$ cat src/rtl/uart_tx_arbiter_pkg.sv
// Shared FSM encoding, watchdog width and ASCII control bytes for the UART transmit arbiter.
package uart_tx_arbiter_pkg;

  typedef enum logic [1:0] {
    IDLE     = 2'd0,
    LOAD     = 2'd1,
    ISSUE    = 2'd2,
    WAIT_ACK = 2'd3
  } arb_state_e;

  localparam int WD_W = 13;

  localparam logic [7:0] ASCII_CR  = 8'd13;
  localparam logic [7:0] ASCII_LF  = 8'd10;
  localparam logic [7:0] ASCII_ESC = 8'd27;

endpackage

$ cat src/rtl/uart_tx_arbiter_rr_picker.sv
// Combinational rotating-priority search: the first asserted request at or after base_i,
// wrapping modulo N_REQ.
module uart_tx_arbiter_rr_picker #(
  parameter int N_REQ = 4,
  parameter int ID_W  = $clog2(N_REQ)
) (
  input  logic [N_REQ-1:0] req_i,
  input  logic [ID_W-1:0]  base_i,
  output logic             any_o,
  output logic [ID_W-1:0]  idx_o
);
  localparam int SW = ID_W + 1;

  logic [SW-1:0]    pos_sum [N_REQ];
  logic [ID_W-1:0]  pos     [N_REQ];
  logic [N_REQ-1:0] rot;

  // rot[k] is the request sitting k places after the base pointer.
  for (genvar gi = 0; gi < N_REQ; gi++) begin : g_rot
    assign pos_sum[gi] = {1'b0, base_i} + SW'(gi);
    assign pos[gi]     = (pos_sum[gi] >= SW'(N_REQ)) ? ID_W'(pos_sum[gi] - SW'(N_REQ))
                                                     : pos_sum[gi][ID_W-1:0];
    assign rot[gi]     = req_i[pos[gi]];
  end

  always_comb begin
    any_o = 1'b0;
    idx_o = '0;
    for (int k = N_REQ - 1; k >= 0; k--) begin
      if (rot[k]) begin
        any_o = 1'b1;
        idx_o = pos[k];
      end
    end
  end

endmodule

$ cat src/rtl/uart_tx_arbiter.sv
// Round-robin arbiter sharing one UART transmitter among N_REQ byte-stream requesters.
// A grant is locked for a whole packet; a watchdog revokes it if the owner stalls in LOAD.
module uart_tx_arbiter
  import uart_tx_arbiter_pkg::*;
#(
  parameter int N_REQ        = 4,
  parameter int ID_W         = $clog2(N_REQ),
  parameter int LOCK_TIMEOUT = 4096
) (
  input  logic               clk,
  input  logic               rst_n,
  input  logic               enable_i,
  input  logic [N_REQ-1:0]   req_valid_i,
  input  logic [8*N_REQ-1:0] req_data_i,
  input  logic [N_REQ-1:0]   req_last_i,
  output logic [N_REQ-1:0]   req_ready_o,
  output logic               tx_valid_o,
  output logic [7:0]         tx_data_o,
  input  logic               tx_ready_i,
  output logic [ID_W-1:0]    grant_id_o,
  output logic               busy_o,
  output logic               timeout_err_o
);
  localparam logic [WD_W-1:0] WD_LIMIT = WD_W'(LOCK_TIMEOUT - 1);

  arb_state_e      state_q, state_d;
  logic [ID_W-1:0] grant_id_q, grant_id_d;
  logic [ID_W-1:0] rr_ptr_q, rr_ptr_d;
  logic [WD_W-1:0] wd_q, wd_d;
  logic [7:0]      hold_data_q, hold_data_d;
  logic            hold_last_q, hold_last_d;
  logic            tx_valid_q, tx_valid_d;
  logic [7:0]      tx_data_q, tx_data_d;
  logic            timeout_q, timeout_d;

  logic            pick_any;
  logic [ID_W-1:0] pick_idx;
  logic            handshake;
  logic [7:0]      sel_data;
  logic            sel_last;
  logic [ID_W-1:0] next_ptr;

  uart_tx_arbiter_rr_picker #(
    .N_REQ(N_REQ),
    .ID_W (ID_W)
  ) u_picker (
    .req_i (req_valid_i),
    .base_i(rr_ptr_q),
    .any_o (pick_any),
    .idx_o (pick_idx)
  );

  for (genvar gi = 0; gi < N_REQ; gi++) begin : g_ready
    assign req_ready_o[gi] = (state_q == LOAD) && (grant_id_q == ID_W'(gi)) && req_valid_i[gi];
  end

  assign handshake = |req_ready_o;
  assign sel_data  = req_data_i[{grant_id_q, 3'b000} +: 8];
  assign sel_last  = req_last_i[grant_id_q];
  // The port just served drops to lowest priority for the next decision.
  assign next_ptr  = (grant_id_q == ID_W'(N_REQ - 1)) ? '0 : grant_id_q + ID_W'(1);

  always_comb begin
    state_d     = state_q;
    grant_id_d  = grant_id_q;
    rr_ptr_d    = rr_ptr_q;
    wd_d        = wd_q;
    hold_data_d = hold_data_q;
    hold_last_d = hold_last_q;
    tx_valid_d  = tx_valid_q;
    tx_data_d   = tx_data_q;
    timeout_d   = 1'b0;
    case (state_q)
      IDLE: begin
        wd_d = '0;
        if (enable_i && pick_any) begin
          grant_id_d = pick_idx;
          state_d    = LOAD;
        end
      end
      LOAD: begin
        if (handshake) begin
          hold_data_d = sel_data;
          hold_last_d = sel_last;
          wd_d        = '0;
          state_d     = ISSUE;
        end else if (wd_q == WD_LIMIT) begin
          timeout_d = 1'b1;
          rr_ptr_d  = next_ptr;
          wd_d      = '0;
          state_d   = IDLE;
        end else if (wd_q != '1) begin
          wd_d = wd_q + WD_W'(1);
        end
      end
      ISSUE: begin
        if (tx_ready_i) begin
          tx_valid_d = 1'b1;
          tx_data_d  = hold_data_q;
          state_d    = WAIT_ACK;
        end
      end
      WAIT_ACK: begin
        // The transmitter drops ready when it takes the byte.
        if (!tx_ready_i) begin
          tx_valid_d = 1'b0;
          if (hold_last_q) begin
            rr_ptr_d = next_ptr;
            state_d  = IDLE;
          end else begin
            state_d = LOAD;
          end
        end
      end
      default: state_d = IDLE;
    endcase
  end

  always_ff @(posedge clk or negedge rst_n) begin
    if (!rst_n) begin
      state_q     <= IDLE;
      grant_id_q  <= '0;
      rr_ptr_q    <= '0;
      wd_q        <= '0;
      hold_data_q <= '0;
      hold_last_q <= 1'b0;
      tx_valid_q  <= 1'b0;
      tx_data_q   <= '0;
      timeout_q   <= 1'b0;
    end else begin
      state_q     <= state_d;
      grant_id_q  <= grant_id_d;
      rr_ptr_q    <= rr_ptr_d;
      wd_q        <= wd_d;
      hold_data_q <= hold_data_d;
      hold_last_q <= hold_last_d;
      tx_valid_q  <= tx_valid_d;
      tx_data_q   <= tx_data_d;
      timeout_q   <= timeout_d;
    end
  end

  assign tx_valid_o    = tx_valid_q;
  assign tx_data_o     = tx_data_q;
  assign grant_id_o    = grant_id_q;
  assign busy_o        = (state_q != IDLE);
  assign timeout_err_o = timeout_q;

endmodule
$ cat config.mk
export PLATFORM = sky130hd
export DESIGN_NAME = uart_tx_arbiter
export DESIGN_NICKNAME = d
export VERILOG_FILES = /design/src/rtl/uart_tx_arbiter_pkg.sv /design/src/rtl/uart_tx_arbiter_rr_picker.sv /design/src/rtl/uart_tx_arbiter.sv
export SDC_FILE = /design/constraint.sdc
export NUM_CORES = 1
export LEC_CHECK = 0
export ABC_AREA = 1
export CORE_AREA = 4 4 104 106
export DETAILED_ROUTE_END_ITERATION = 7
export DIE_AREA = 0 0 108 110
export GPL_ROUTABILITY_DRIVEN = 0
export GPL_TIMING_DRIVEN = 1
export PLACE_DENSITY = 0.57
export SYNTH_ARGS = -nofsm -noshare
export SYNTH_HDL_FRONTEND = slang
export SYNTH_SLANG_ARGS = --single-unit
$ cat constraint.sdc
create_clock -name clk -period 3.84 [get_ports clk]
set_input_delay 0.576 -clock clk [delete_from_list [all_inputs] [get_ports clk]]
set_output_delay 0.576 -clock clk [all_outputs]
set_load 0.02 [all_outputs]
After elaboration in Yosys (flattened, before gate mapping)
Index checks and enable logic that the tools add are counted.
{"block": "totals", "regBits": 38, "latchBits": 0, "mem_bits_rw": 0, "rom_bits": 0, "output_inout_bits": 17, "memories": 0}
{"block": "op_classes", "addsub": 9, "multipliers": 0, "n_div": 0, "magnitude_cmp": 9, "eq_ne": 16, "n_shift": 1, "n_mux": 45, "bitwise": 0, "reduce_logical": 23}
{"operator": "$mux 13", "count": 3}
{"operator": "$mux 2", "count": 18}
{"operator": "$shiftx 32x6->8", "count": 1}
{"operator": "$pmux 13 s2", "count": 1}
{"operator": "$lt 2x3->1 const B", "count": 5}
{"operator": "$mux 1", "count": 15}
{"operator": "$add 13x1->13 const B", "count": 1}
{"operator": "$eq 13x12->1 const B", "count": 1}
{"operator": "$ne 13x13->1 const B", "count": 1}
{"operator": "$bmux 1 s2", "count": 5}
{"operator": "$ne 2x2->1 const B", "count": 5}
{"operator": "$ge 3x3->1 const B", "count": 3}
{"operator": "$logic_and 1x1->1", "count": 9}
{"operator": "$eq 2x2->1 const B", "count": 4}
{"operator": "$pmux 2 s4", "count": 1}
{"operator": "$reduce_and 2->1", "count": 4}
{"operator": "$reduce_bool 2->1", "count": 4}
{"operator": "$sub 2x1->2 const B", "count": 4}
{"operator": "$add 2x2->3 const B", "count": 2}
{"operator": "$reduce_and 5->1", "count": 1}
{"operator": "$eq 2x1->1 const B", "count": 2}
{"operator": "$logic_not 2->1", "count": 2}
{"operator": "$ne 4x2->1 const B", "count": 1}
{"operator": "$pmux 2 s2", "count": 1}
{"operator": "9 further kinds", "count": 9}

Logic depth before layout (Yosys ltp)
Gate-level depths: netlist of the first run.
{"block": "depth", "depth_word": 12, "mapped_depth": 14, "depth_no_buf": 11}

By module
Synthesis of the first run repeated with hierarchy kept, for this count alone.
{"block": "unflattened", "hier_cells": 348, "hier_area_um2": 2431.1}
{"mod": "uart_tx_arbiter", "n_inst": 1, "cells_per_inst": 302, "area_per_inst_um2": 2218.4}
{"mod": "uart_tx_arbiter_rr_picker", "n_inst": 1, "cells_per_inst": 46, "area_per_inst_um2": 212.7}

Least setup slack after synthesis of the first run
No wires, ideal clock.
{"block": "synth_path", "path_kind": "register to output", "from": "register grant_id_q[1], in the netlist grant_id_o[1]", "to": "output req_ready_o[1]", "t_arrival_ps": 1537, "path_slack_ps": 1727, "path_stages_with_launch": 7, "path_buffers": 2, "cell_sequence": "dfrtp_1 clkbuf_1 inv_1 clkbuf_1 ha_1 nand2_1 nor2_1"}
{"block": "synth_between", "elab_chain_cells": 3}
{"element": "start, declared", "line_no": "uart_tx_arbiter.sv:27", "text": "logic [ID_W-1:0] grant_id_q, grant_id_d;"}
{"element": "start signal, assigned", "line_no": "uart_tx_arbiter.sv:132", "text": "grant_id_q <= grant_id_d;"}
{"element": "$eq 2x1->1", "line_no": "uart_tx_arbiter.sv:54", "text": "assign req_ready_o[gi] = (state_q == LOAD) && (grant_id_q == ID_W'(gi)) && req_valid_i[gi];"}
{"element": "$logic_and 1x1->1 (2 in a row)", "line_no": "uart_tx_arbiter.sv:54"}
{"element": "end, declared", "line_no": "uart_tx_arbiter.sv:16", "text": "output logic [N_REQ-1:0] req_ready_o,"}
No other way between the ends.

Final worst setup path of the first run
{"block": "layout_path", "from": "register grant_id_q[0], in the netlist grant_id_o[0]", "to": "output req_ready_o[0]"}
{"block": "layout_between", "elab_chain_cells": 3}
{"element": "$logic_not 2->1", "line_no": "uart_tx_arbiter.sv:54"}
{"element": "$logic_and 1x1->1 (2 in a row)", "line_no": "uart_tx_arbiter.sv:54"}
No other way between the ends.

==> results of run 1 <==
-- cells by family (layout without fill, tap and decap cells) --
family	after synthesis	count (layout)	share of synthesized area (%)
XOR/XNOR	2	2	0.724
buffers and inverters	49	103	8.17
AND/OR/NAND/NOR	196	196	35.2
flip-flops	38	38	39.3
AO/OA/AOI/OAI	62	62	14.1
adder cells (fa/ha/maj)	5	5	2.58
-- registers in the layout, summed over array words and instances, names as in the netlist, named ones only --
| signal | flops |
|---|---|
| wd_q | 13 |
| tx_data_o | 8 |
| timeout_err_o | 1 |
| grant_id_o | 2 |
| hold_last_q | 1 |
| state_q | 1 |
| tx_valid_o | 1 |
| hold_data_q | 8 |
| rr_ptr_q | 2 |
-- worst max-delay path, cell delays in order (launching register included) --
cell	delay (ns)
sky130_fd_sc_hd__dfrtp_1	0.78
sky130_fd_sc_hd__clkinv_1	0.63
sky130_fd_sc_hd__ha_1	0.41
sky130_fd_sc_hd__nand2_1	0.10
sky130_fd_sc_hd__nor2_1	0.05
sky130_fd_sc_hd__clkdlybuf4s50_1	0.53
-- placed cells by master, fill, tap and decap left out, drive strengths merged, types with 2 or more instances in the layout --
cell and instances:
nor2 56, nand4 11, dfrtp 38, o21bai 2, a21oi 4, inv 36
clkdlybuf4s50 59, ha 5, nand3 38, o22ai 8, o21ai 46, xor2 2
clkbuf 6, nand2 89
-- report_power, final --
group          switching (mW)  internal [mW]
sequential              0.132          0.530
clock                   0.134          0.139
combinational           0.634          0.388
total                   0.900           1.06
-- per-layer routing --
layer | share of wire, % | wire length [um] | up-vias | global-route usage (%)
met2 | 44 | 2800 | 65 | 18.4
met4 | 0.37 | 24 | 0 | 2.61
met3 | 9.1 | 585 | 2 | 4.54
li1 | - | - | 1257 | -
met5 | 0 | 0 | - | 0
met1 | 47 | 3000 | 1108 | 14.8
-- final cells by class --
cell class | count | area (um^2)
fillers | 1092 | 6570
repair buffers | 60 | 596
inverters | 37 | 139
well taps | 133 | 166
clock buffers | 6 | 82.6
multi-input cells | 265 | 1270
flip-flops and latches | 38 | 951
-- stage by stage --
step / instances / power, mW
5_1_grt: 539 / 2.17
3_5_place_dp: 533 / 1.70
2_1_floorplan: 352 / 1.37
6_report: 539 / 1.96
3_3_place_gp: 533 / 1.68
4_1_cts: 539 / 1.98
-- final timing paths --
kind | start | to | cells after the start
setup / recovery | grant_id_o[0] | req_ready_o[0] | 5
hold / removal | rst_n | wd_q[5] | 1
setup reg to reg | grant_id_o[0] | rr_ptr_q[0] | 10
hold reg to reg | tx_data_o[3] | tx_data_o[3] | 2
max in group asynchronous | rst_n | hold_data_q[0] | 1
min in group clk | tx_data_o[3] | tx_data_o[3] | 2
==> out/results.env, run 1 <==
FINAL-SETUP-VIOL-COUNT=0
YOSYS.AREA.TOP_TYPE_SHARE_PCT=39.3
N_ANTENNA_CELL=0
CTS_SETUP_BUFFERS=0
CTS_STAGE_HOLD_BUFFER_COUNT=0
POST-PLACE-WS_NS=0.743
SYNTHCELLS=352
TRITONCTS.NUM_BUFFERS=5
PATH_CLK_SLEW_NS=0.08
SYNTH_ENABLE_FLOP_CELLS=0
SYNTH-SEQ-CELLS=38
CP_DATA_REQUIRED_TIME_NS=3.26
SYNTH_AREA_LEADER_CELL='sky130_fd_sc_hd__dfrtp_1'
SYN-NUM-NETS=401
NUMBER_OF_H_TREE_LEVELS=2
POST_ROUTE_CELLS_DRIVE_ABOVE_1_SHARE_PCT=5.67
POWER_DENSITY_mW_PER_MM2=610
TIMING_HOLD_VIOLATIONS_FINAL=0
DIEHEIGHT_UM=110
FINAL_MIN_PERIOD_OVER_CLOCK_PERIOD_PCT=87.5
HOLDCRITPATHCLASS='in2async'
SYNTHARSTFLOPSHARE_PCT=100
VIAS=2432
SYNTH.AVG_CELL_AREA_UM2=6.88
STATUS='completed'
LAYOUT.CELL_AREA.NON_FILLER_MM2=0.00321
VIA_COUNT_OF_THE_FIRST_GLOBAL_ROUTING_PASS=2417
SETUP_TNS_NS=0
MAX_SLEW_MARGIN_PCT=42.2
CLOCK_TREE.BUFFER_DEPTH=2
NUMPORTBUFFERS=60
STARTPOINT_TYPE='flip-flop'
VDD_DROP_MAX_mV=0.247
SYNTH_SEQ_AREA_SHARE_PCT=39.3
FINALCOREUTILIZATION_PCT=32.8
TIMING.FMAX_MHz=298
CORE_AREA_MM2=0.00977
AREAGROWTHSYNTHTOFINISH_PCT=32.5
CLOCK_LATENCY_ON_THE_WORST_SKEW_PAIR_NS=0.29
CTS_TREE='yes'
CLOCK_SINKS=38
REG2REG_SETUP_SLACK_NS=0.76
SYNTH_TOP_CELLS_BY_COUNT='sky130_fd_sc_hd__nand2_1 (85), sky130_fd_sc_hd__nor2_1 (55), sky130_fd_sc_hd__o21ai_0 (42)'
FLOORPLAN.ROWS=36
CELLS_TAKING_THE_MOST_AREA_AFTER_SYNTHESIS='sky130_fd_sc_hd__dfrtp_1 (39%), sky130_fd_sc_hd__nand2_1 (13%), sky130_fd_sc_hd__o21ai_0 (8.7%), sky130_fd_sc_hd__nor2_1 (8.5%), sky130_fd_sc_hd__nand3_1 (7.4%)'
SYNTHFLOPTYPE='sky130_fd_sc_hd__dfrtp_1'
YOSYSWARNINGCOUNT=0
CP.ARRIVAL_NS=2.79
DIEWIDTH_UM=108
DETAILEDROUTE.FIRSTPASSITERATIONCOUNT=4
MOST_REPEATED_CELL_IN_THE_GATE_LEVEL_NETLIST_AFTER_SYNTHESIS='sky130_fd_sc_hd__nand2_1'
GRT_SETUP_UNREPAIRED='no'
DESIGN.DIE.AREA_MM2=0.0119
FINAL-MAX-SLEW-VIOLATION-COUNT=0
POWER.LEAKAGE_nW=1.43
POST_CTS_SIZING_COUNT=0
AREA_OF_THE_MAPPED_NETLIST_MM2=0.00242
GRT_OVERFLOW=0
AVGVIACOUNTPERCELL=4.51
GRTUSAGETOTAL_PCT=11.5
DRT-WIRELENGTH-PER-CELL_UM=11.9
ANT_NETS=0
GRT_MAX_DEGREE=39
TIMING.MAX_CAP.VIOLATIONS=0
GRT_ANTENNA_BEFORE_REPAIR=0
CTS-ROOT-BUF='sky130_fd_sc_hd__clkbuf_8'
FINALWIRELENGTH_UM=6410
ENDPOINT_KIND='primary output'
POSTPLACECELLAREA_MM2=0.00312
TIGHTEST_SLEW_NS=0.867
FIRST_PASS_GRT_WIRE_LENGTH_UM=11200
FIN_WORST_HOLD_SLACK_NS=0.387
CRIT_TYPE='reg2out'
WORST_CLOCK_SKEW_NS=0.0111
DRT_DRC_VIOLATIONS_LEFT=0
FIN_CRIT_NS=3.36
DRT_FIRST_ITER_VIOLATIONS=141
FINISH.NET_COUNT=456
INITIAL_UTILIZATION_PCT=24.8
DESIGN.PORTCOUNT=61
DETAILED_PLACE_HPWL_UM=4990
YOSYSUNIQUECELLTYPES=29
FINAL.SETUP.WORST_SLACK_NS=0.479
CRIT_FANOUT=24
(Power assumes the default switching activity.)
==> run 2, diff against run 1 <==
--- a/config.mk
+++ b/config.mk
@@ -11,7 +11,9 @@
 export DIE_AREA = 0 0 108 110
 export GPL_ROUTABILITY_DRIVEN = 0
 export GPL_TIMING_DRIVEN = 1
+export MAX_ROUTING_LAYER = met4
 export PLACE_DENSITY = 0.57
+export REMOVE_ABC_BUFFERS = 1
 export SYNTH_ARGS = -nofsm -noshare
 export SYNTH_HDL_FRONTEND = slang
 export SYNTH_SLANG_ARGS = --single-unit
==> run 2 against run 1 <==
  * Clock skew shrank 0.0045 ns
  * Die area did not move
  * Critical endpoint unchanged
  * Routed wire length grew 5.9%
  * Critical path type unchanged
  * Utilization up 0.69 points
==> out/results.env, run 2 (synthesis gave the netlist of run 1 again) <==
STATUS='completed'
CTS_SETUP_BUFFERS=0
CTS-ROOT-BUF='sky130_fd_sc_hd__clkbuf_8'
POST-PLACE-WS_NS=1.13
CRITICAL_PATH.CELL_CHAIN='buf_4 -> clkinv_1 -> ha_1 -> nand2_1 -> nor2_1 -> clkdlybuf4s50_1'
ANT_NETS=0
FINALWIRELENGTH_UM=6780
DETAILED_PLACE_HPWL_UM=5130
DRT_FIRST_ITER_VIOLATIONS=105
DIEHEIGHT_UM=110
GRTUSAGETOTAL_PCT=12.3
VDD_DROP_MAX_mV=0.207
DETAILEDROUTE.FIRSTPASSITERATIONCOUNT=6
AVGVIACOUNTPERCELL=4.59
FINAL_COMMON_CELL='sky130_fd_sc_hd__nand2_1'
FINAL_MIN_PERIOD_OVER_CLOCK_PERIOD_PCT=77.0
CRITPATHTOPFAMILY='buffers and inverters'
SETUP_TNS_NS=0
TRITONCTS.NUM_BUFFERS=5
CRIT_TYPE='reg2out'
CTS_TREE='yes'
CTS_STAGE_HOLD_BUFFER_COUNT=0
TIMING.MAX_CAP.VIOLATIONS=0
GRT_MAX_DEGREE=39
POWER.LEAKAGE_nW=1.46
GRT_SETUP_UNREPAIRED='no'
WORSTPATHBUFFERINVERTERCOUNT=3
DIEWIDTH_UM=108
VIA_COUNT_OF_THE_FIRST_GLOBAL_ROUTING_PASS=2487
TIGHTEST_SLEW_NS=0.875
MAXUSEDROUTINGLAYER='met4'
WL_MET1_UM=3260
POWER_DENSITY_mW_PER_MM2=647
AREAGROWTHSYNTHTOFINISH_PCT=35.2
DESIGN.PORTCOUNT=61
MOSTFREQUENTLAYOUTCELLS='sky130_fd_sc_hd__nand2_1 (85), sky130_fd_sc_hd__clkdlybuf4s50_1 (59), sky130_fd_sc_hd__nor2_1 (55), sky130_fd_sc_hd__o21ai_0 (42), sky130_fd_sc_hd__dfrtp_1 (38)'
CP_DATA_REQUIRED_TIME_NS=3.26
DR_WL_MET3_UM=371
NUMBER_OF_H_TREE_LEVELS=2
FIRST_PASS_GRT_WIRE_LENGTH_UM=11600
FINISH.NET_COUNT=457
WORST_CLOCK_SKEW_NS=0.00652
FINAL.SETUP.WORST_SLACK_NS=0.883
VIAS=2490
FIN_WORST_HOLD_SLACK_NS=0.411
N_ANTENNA_CELL=0
CORE_AREA_MM2=0.00977
CRIT_PATH_START='grant_id_o[0]'
FINAL-SETUP-VIOL-COUNT=0
POST_ROUTE_CELLS_DRIVE_ABOVE_1_SHARE_PCT=6.36
CP.ARRIVAL_NS=2.38
PATH_CLK_SLEW_NS=0.07
FINAL-MAX-SLEW-VIOLATION-COUNT=0
R2R-START='grant_id_o[0]'
CLOCK_LATENCY_ON_THE_WORST_SKEW_PAIR_NS=0.29
POST_CTS_SIZING_COUNT=0
STARTPOINT_TYPE='flip-flop'
DRT-WIRELENGTH-PER-CELL_UM=12.5
POST_LAYOUT_TOTAL_POWER_mW=2.12
MAX_SLEW_MARGIN_PCT=41.7
TOP_REGISTER='wd_q'
N_FILL_CELL=1061
CRIT_FANOUT=24
FLOORPLAN.ROWS=36
MET2_WIRELENGTH_UM=3070
NUMPORTBUFFERS=60
TIMING_HOLD_VIOLATIONS_FINAL=0
TIMING.FMAX_MHz=338
FIN_CRIT_NS=2.96
CLOCK_TREE.BUFFER_DEPTH=2
DESIGN.DIE.AREA_MM2=0.0119
FINALCOREUTILIZATION_PCT=33.5
HOLDCRITPATHCLASS='in2async'
SLOWEST_STAGE_DELAY_CP_NS=0.53
CRITPATHSLOWESTCELL='sky130_fd_sc_hd__clkdlybuf4s50_1'
CLOCK_SINKS=38
LARGEST_REGISTER_FFS=13
INITIAL_UTILIZATION_PCT=24.8
DRT_DRC_VIOLATIONS_LEFT=0
ENDPOINT_KIND='primary output'
GRT_OVERFLOW=0
GRT_ANTENNA_BEFORE_REPAIR=0
## run 2: area by class of cell
class / count / area [um^2] / share of cell area [%]
clock buffer: 6 / 82.6 / 2.52
clock inverter: 2 / 60.1 / 1.83
tap: 133 / 166 / 5.08
inverter: 37 / 139 / 4.24
sequential: 38 / 951 / 29.0
timing repair buffer: 61 / 603 / 18.4
multi-input combinational: 265 / 1270 / 38.9
## run 2: metal layers
metal  vias to the layer above  global-route usage (%)
li1                       1260                       -
met3                         8                    2.39
met5                         -                       -
met4                         0                    2.98
met1                      1144                    15.7
met2                        78                    20.3
## run 2: path summary, 6_finish.rpt
path	to	slack, ns	cells past startpoint
min in group clk	tx_data_o[2]	0.49	2
max in group asynchronous	hold_last_q	2.89	1
worst min register to register	tx_data_o[2]	0.49	2
worst min-delay path	tx_data_o[3]	0.41	1
worst max register to register	rr_ptr_q[1]	1.12	11
worst max-delay path	req_ready_o[0]	0.88	6
## run 2: per-stage QoR
step | cells | area, um^2
final | 542 | 3270
after global placement | 534 | 3130
after detailed placement | 534 | 3130
after global routing | 542 | 3270
after CTS | 542 | 3270
after floorplan | 340 | 2360
## run 2: report_power, final
group / internal (mW) / total, mW / switching, mW
Clock: 0.277 / 0.420 / 0.143
Combinational: 0.393 / 1.06 / 0.663
Sequential: 0.530 / 0.642 / 0.112
==> run 3, diff against run 2 <==
==> constraint.sdc (replaced) <==
create_clock -name clk -period 2.77 [get_ports clk]
set_input_delay 0.4155 -clock clk [delete_from_list [all_inputs] [get_ports clk]]
set_output_delay 0.4155 -clock clk [all_outputs]
set_load 0.02 [all_outputs]
==> run 3 against run 2 <==
  * Worst setup slack worse by 0.48 ns
  * Highest routed layer unchanged
  * Register-to-register slack lost 0.57 ns
  * Sequential cell count unchanged
  * Clock power increased by 34%
  * Routed wire length decreased by 0.84%
  * Worst hold slack got worse by 0.18 ns
  * Critical endpoint is now req_ready_o[3]
  * Total power increased by 39%
  * Global-route usage about the same
  * Combinational power is 43% higher
  * Cell count grew 0.55%
  * Sequential share of layout area shrank 0.15 points
  * Critical path type unchanged
==> out/results.env, run 3 (synthesis gave the netlist of run 1 again) <==
DIEHEIGHT_UM=110
CRITPATHTOPFAMILY='buffers and inverters'
COMBINATIONALPOWERSHARE_PCT=51.4
REG2REG_SETUP_SLACK_NS=0.55
FINALCOREUTILIZATION_PCT=33.7
LAYOUT.CELL_AREA.NON_FILLER_MM2=0.00329
CRITICAL_PATH.CELL_CHAIN='buf_4 -> ha_1 -> nand2_1 -> nor2_1 -> clkdlybuf4s50_1'
FINAL_MIN_PERIOD_OVER_CLOCK_PERIOD_PCT=85.6
GRT_MAX_DEGREE=39
HOLDCRITPATHCLASS='in2async'
WORST_CLOCK_SKEW_NS=0.00762
POWER.SWITCHING_mW=1.29
VIAS=2477
DIEWIDTH_UM=108
FINALWIRELENGTH_UM=6730
CLOCK_LATENCY_ON_THE_WORST_SKEW_PAIR_NS=0.29
P_INT_mW=1.67
STATUS='completed'
ENDPOINT_KIND='primary output'
TIMING.MAX_CAP.VIOLATIONS=0
DRT-WIRELENGTH-PER-CELL_UM=12.3
MET2_WIRELENGTH_UM=3110
SETUP_TNS_NS=0
VDD_DROP_MAX_mV=0.316
DRT_FIRST_ITER_VIOLATIONS=69
CLOCK_SINKS=38
POWER.SHARE.SWITCHING_PCT=43.6
POST-PLACE-WS_NS=0.526
CRIT_TYPE='reg2out'
GRT_SETUP_UNREPAIRED='no'
GRT_OVERFLOW=0
CP_DATA_REQUIRED_TIME_NS=2.35
AVGVIACOUNTPERCELL=4.54
TIMING.REG2REG.WORST_PATH_DEPTH=10
CP.ARRIVAL_NS=1.96
INITIAL_UTILIZATION_PCT=24.8
POST_ROUTE_CELLS_DRIVE_ABOVE_1_SHARE_PCT=7.04
TOP_REGISTER='wd_q'
FINAL_CELL_COUNT_NO_FILL=545
DPL.CELL_COUNT=537
N_FILL_CELL=1062
FINAL-MAX-SLEW-VIOLATION-COUNT=0
CTS_SETUP_BUFFERS=0
POWER_DENSITY_mW_PER_MM2=896
DR_WL_MET3_UM=412
MAX_SLEW_MARGIN_PCT=43.7
ANT_NETS=0
TIMING_HOLD_VIOLATIONS_FINAL=0
CRITICAL_PATH_DEPTH=5
VIA_COUNT_OF_THE_FIRST_GLOBAL_ROUTING_PASS=2494
POWER.LEAKAGE_nW=1.48
CORE_AREA_MM2=0.00977
DETAILEDROUTE.FIRSTPASSITERATIONCOUNT=4
PATH_CLK_SLEW_NS=0.08
GRT_ANTENNA_BEFORE_REPAIR=0
POSTPLACECELLAREA_MM2=0.00315
PART_OF_THE_TOTAL_POWER_DISSIPATED_IN_SEQUENTIAL_ELEMENTS_PCT=29.5
LARGEST_REGISTER_FFS=13
AREAGROWTHSYNTHTOFINISH_PCT=36.0
CLOCK_POWER_SHARE_PCT=19.1
N_ANTENNA_CELL=0
STARTPOINT_TYPE='flip-flop'
CTS_STAGE_HOLD_BUFFER_COUNT=0
R2R-START='grant_id_o[0]'
CRIT_FANOUT=23
CLOCK_TREE.BUFFER_DEPTH=2
CTS-ROOT-BUF='sky130_fd_sc_hd__clkbuf_8'
FIN_CRIT_NS=2.37
DETAILED_PLACE_HPWL_UM=5220
WL_MET1_UM=3120
MAXUSEDROUTINGLAYER='met4'
DESIGN.PORTCOUNT=61
NUMBER_OF_H_TREE_LEVELS=2
WORSTPATHBUFFERINVERTERCOUNT=2
FINAL.SETUP.WORST_SLACK_NS=0.399
MOSTFREQUENTLAYOUTCELLS='sky130_fd_sc_hd__nand2_1 (85), sky130_fd_sc_hd__clkdlybuf4s50_1 (59), sky130_fd_sc_hd__nor2_1 (55), sky130_fd_sc_hd__o21ai_0 (42), sky130_fd_sc_hd__dfrtp_1 (38)'
POST_CTS_SIZING_COUNT=0
GRTUSAGETOTAL_PCT=12.4
TIMING.FMAX_MHz=422
CRITICAL_PATH.REG2REG.ENDPOINT='rr_ptr_q[0]'
FINAL_COMMON_CELL='sky130_fd_sc_hd__nand2_1'
DESIGN.DIE.AREA_MM2=0.0119
FINISH.NET_COUNT=460
TIGHTEST_SLEW_NS=0.844
FLOORPLAN.ROWS=36
TRITONCTS.NUM_BUFFERS=5
NUMPORTBUFFERS=60
CRITPATHSLOWESTCELL='sky130_fd_sc_hd__clkdlybuf4s50_1'
CTS_TREE='yes'
FIRST_PASS_GRT_WIRE_LENGTH_UM=11600
FINAL-SETUP-VIOL-COUNT=0
DRT_DRC_VIOLATIONS_LEFT=0
SLOWEST_STAGE_DELAY_CP_NS=0.62
-- run 3: changes by cell type in the layout (fill, tap and decap cells not counted), sizes merged --
cell	change
clkbuf	-1
clkinv	+1
buf	+3
-- run 3: area by class of cell --
class	count	area, um^2	share of cell area (%)
clock buffers	5	68.8	2.09
clock inverters	3	68.8	2.09
multi-input cells	265	1270	38.7
well taps	133	166	5.06
inverters	37	139	4.22
repair buffers	64	626	19.0
flip-flops and latches	38	951	28.9
-- run 3: power by group through the flow --
stage | Combinational [mW] | Clock, mW | Sequential, mW
6_report | 1.52 | 0.564 | 0.870
5_1_grt | 1.73 | 0.602 | 0.897
4_1_cts | 1.55 | 0.581 | 0.871
3_5_place_dp | 1.54 | 0 | 0.880
3_3_place_gp | 1.51 | 0 | 0.876
2_1_floorplan | 0.861 | 0 | 0.969
-- run 3: routing by layer --
layer / up-vias / GRT usage (%)
li1: 1265 / -
met1: 1136 / 15.0
met2: 68 / 21.0
met3: 8 / 3.03
met4: 0 / 2.80
met5: - / -
-- run 3: worst max-delay path by stage --
stage / end / startpoint / slack (ns)
2_1_floorplan: rr_ptr_q[0] / grant_id_o[0] / 0.18
3_3_place_gp: req_ready_o[0] / req_valid_i[0] / 0.55
3_5_place_dp: rr_ptr_q[0] / req_valid_i[0] / 0.53
4_1_cts: req_ready_o[0] / grant_id_o[1] / 0.38
5_1_grt: req_ready_o[3] / grant_id_o[0] / 0.25
6_report: req_ready_o[3] / grant_id_o[0] / 0.40
-- run 3: through the flow --
| step | hold WS [ns] | total power [mW] |
|---|---|---|
| floorplan | 0.120 | 1.83 |
| global placement | 0.465 | 2.39 |
| detailed placement | 0.478 | 2.42 |
| CTS | 0.263 | 3.00 |
| global route | 0.315 | 3.23 |
| finish | 0.230 | 2.95 |
-- run 3: worst register-to-register path, cell delays in order, from the launching register on --
cell and delay [ns]:
sky130_fd_sc_hd__dfrtp_1 0.35, sky130_fd_sc_hd__clkinv_1 0.25, sky130_fd_sc_hd__ha_1 0.30, sky130_fd_sc_hd__nand2_1 0.10, sky130_fd_sc_hd__a21oi_2 0.07, sky130_fd_sc_hd__nor2_4 0.31, sky130_fd_sc_hd__inv_2 0.23, sky130_fd_sc_hd__nor2_1 0.23
sky130_fd_sc_hd__nand3_1 0.13, sky130_fd_sc_hd__nand2_1 0.08, sky130_fd_sc_hd__nand2_1 0.05
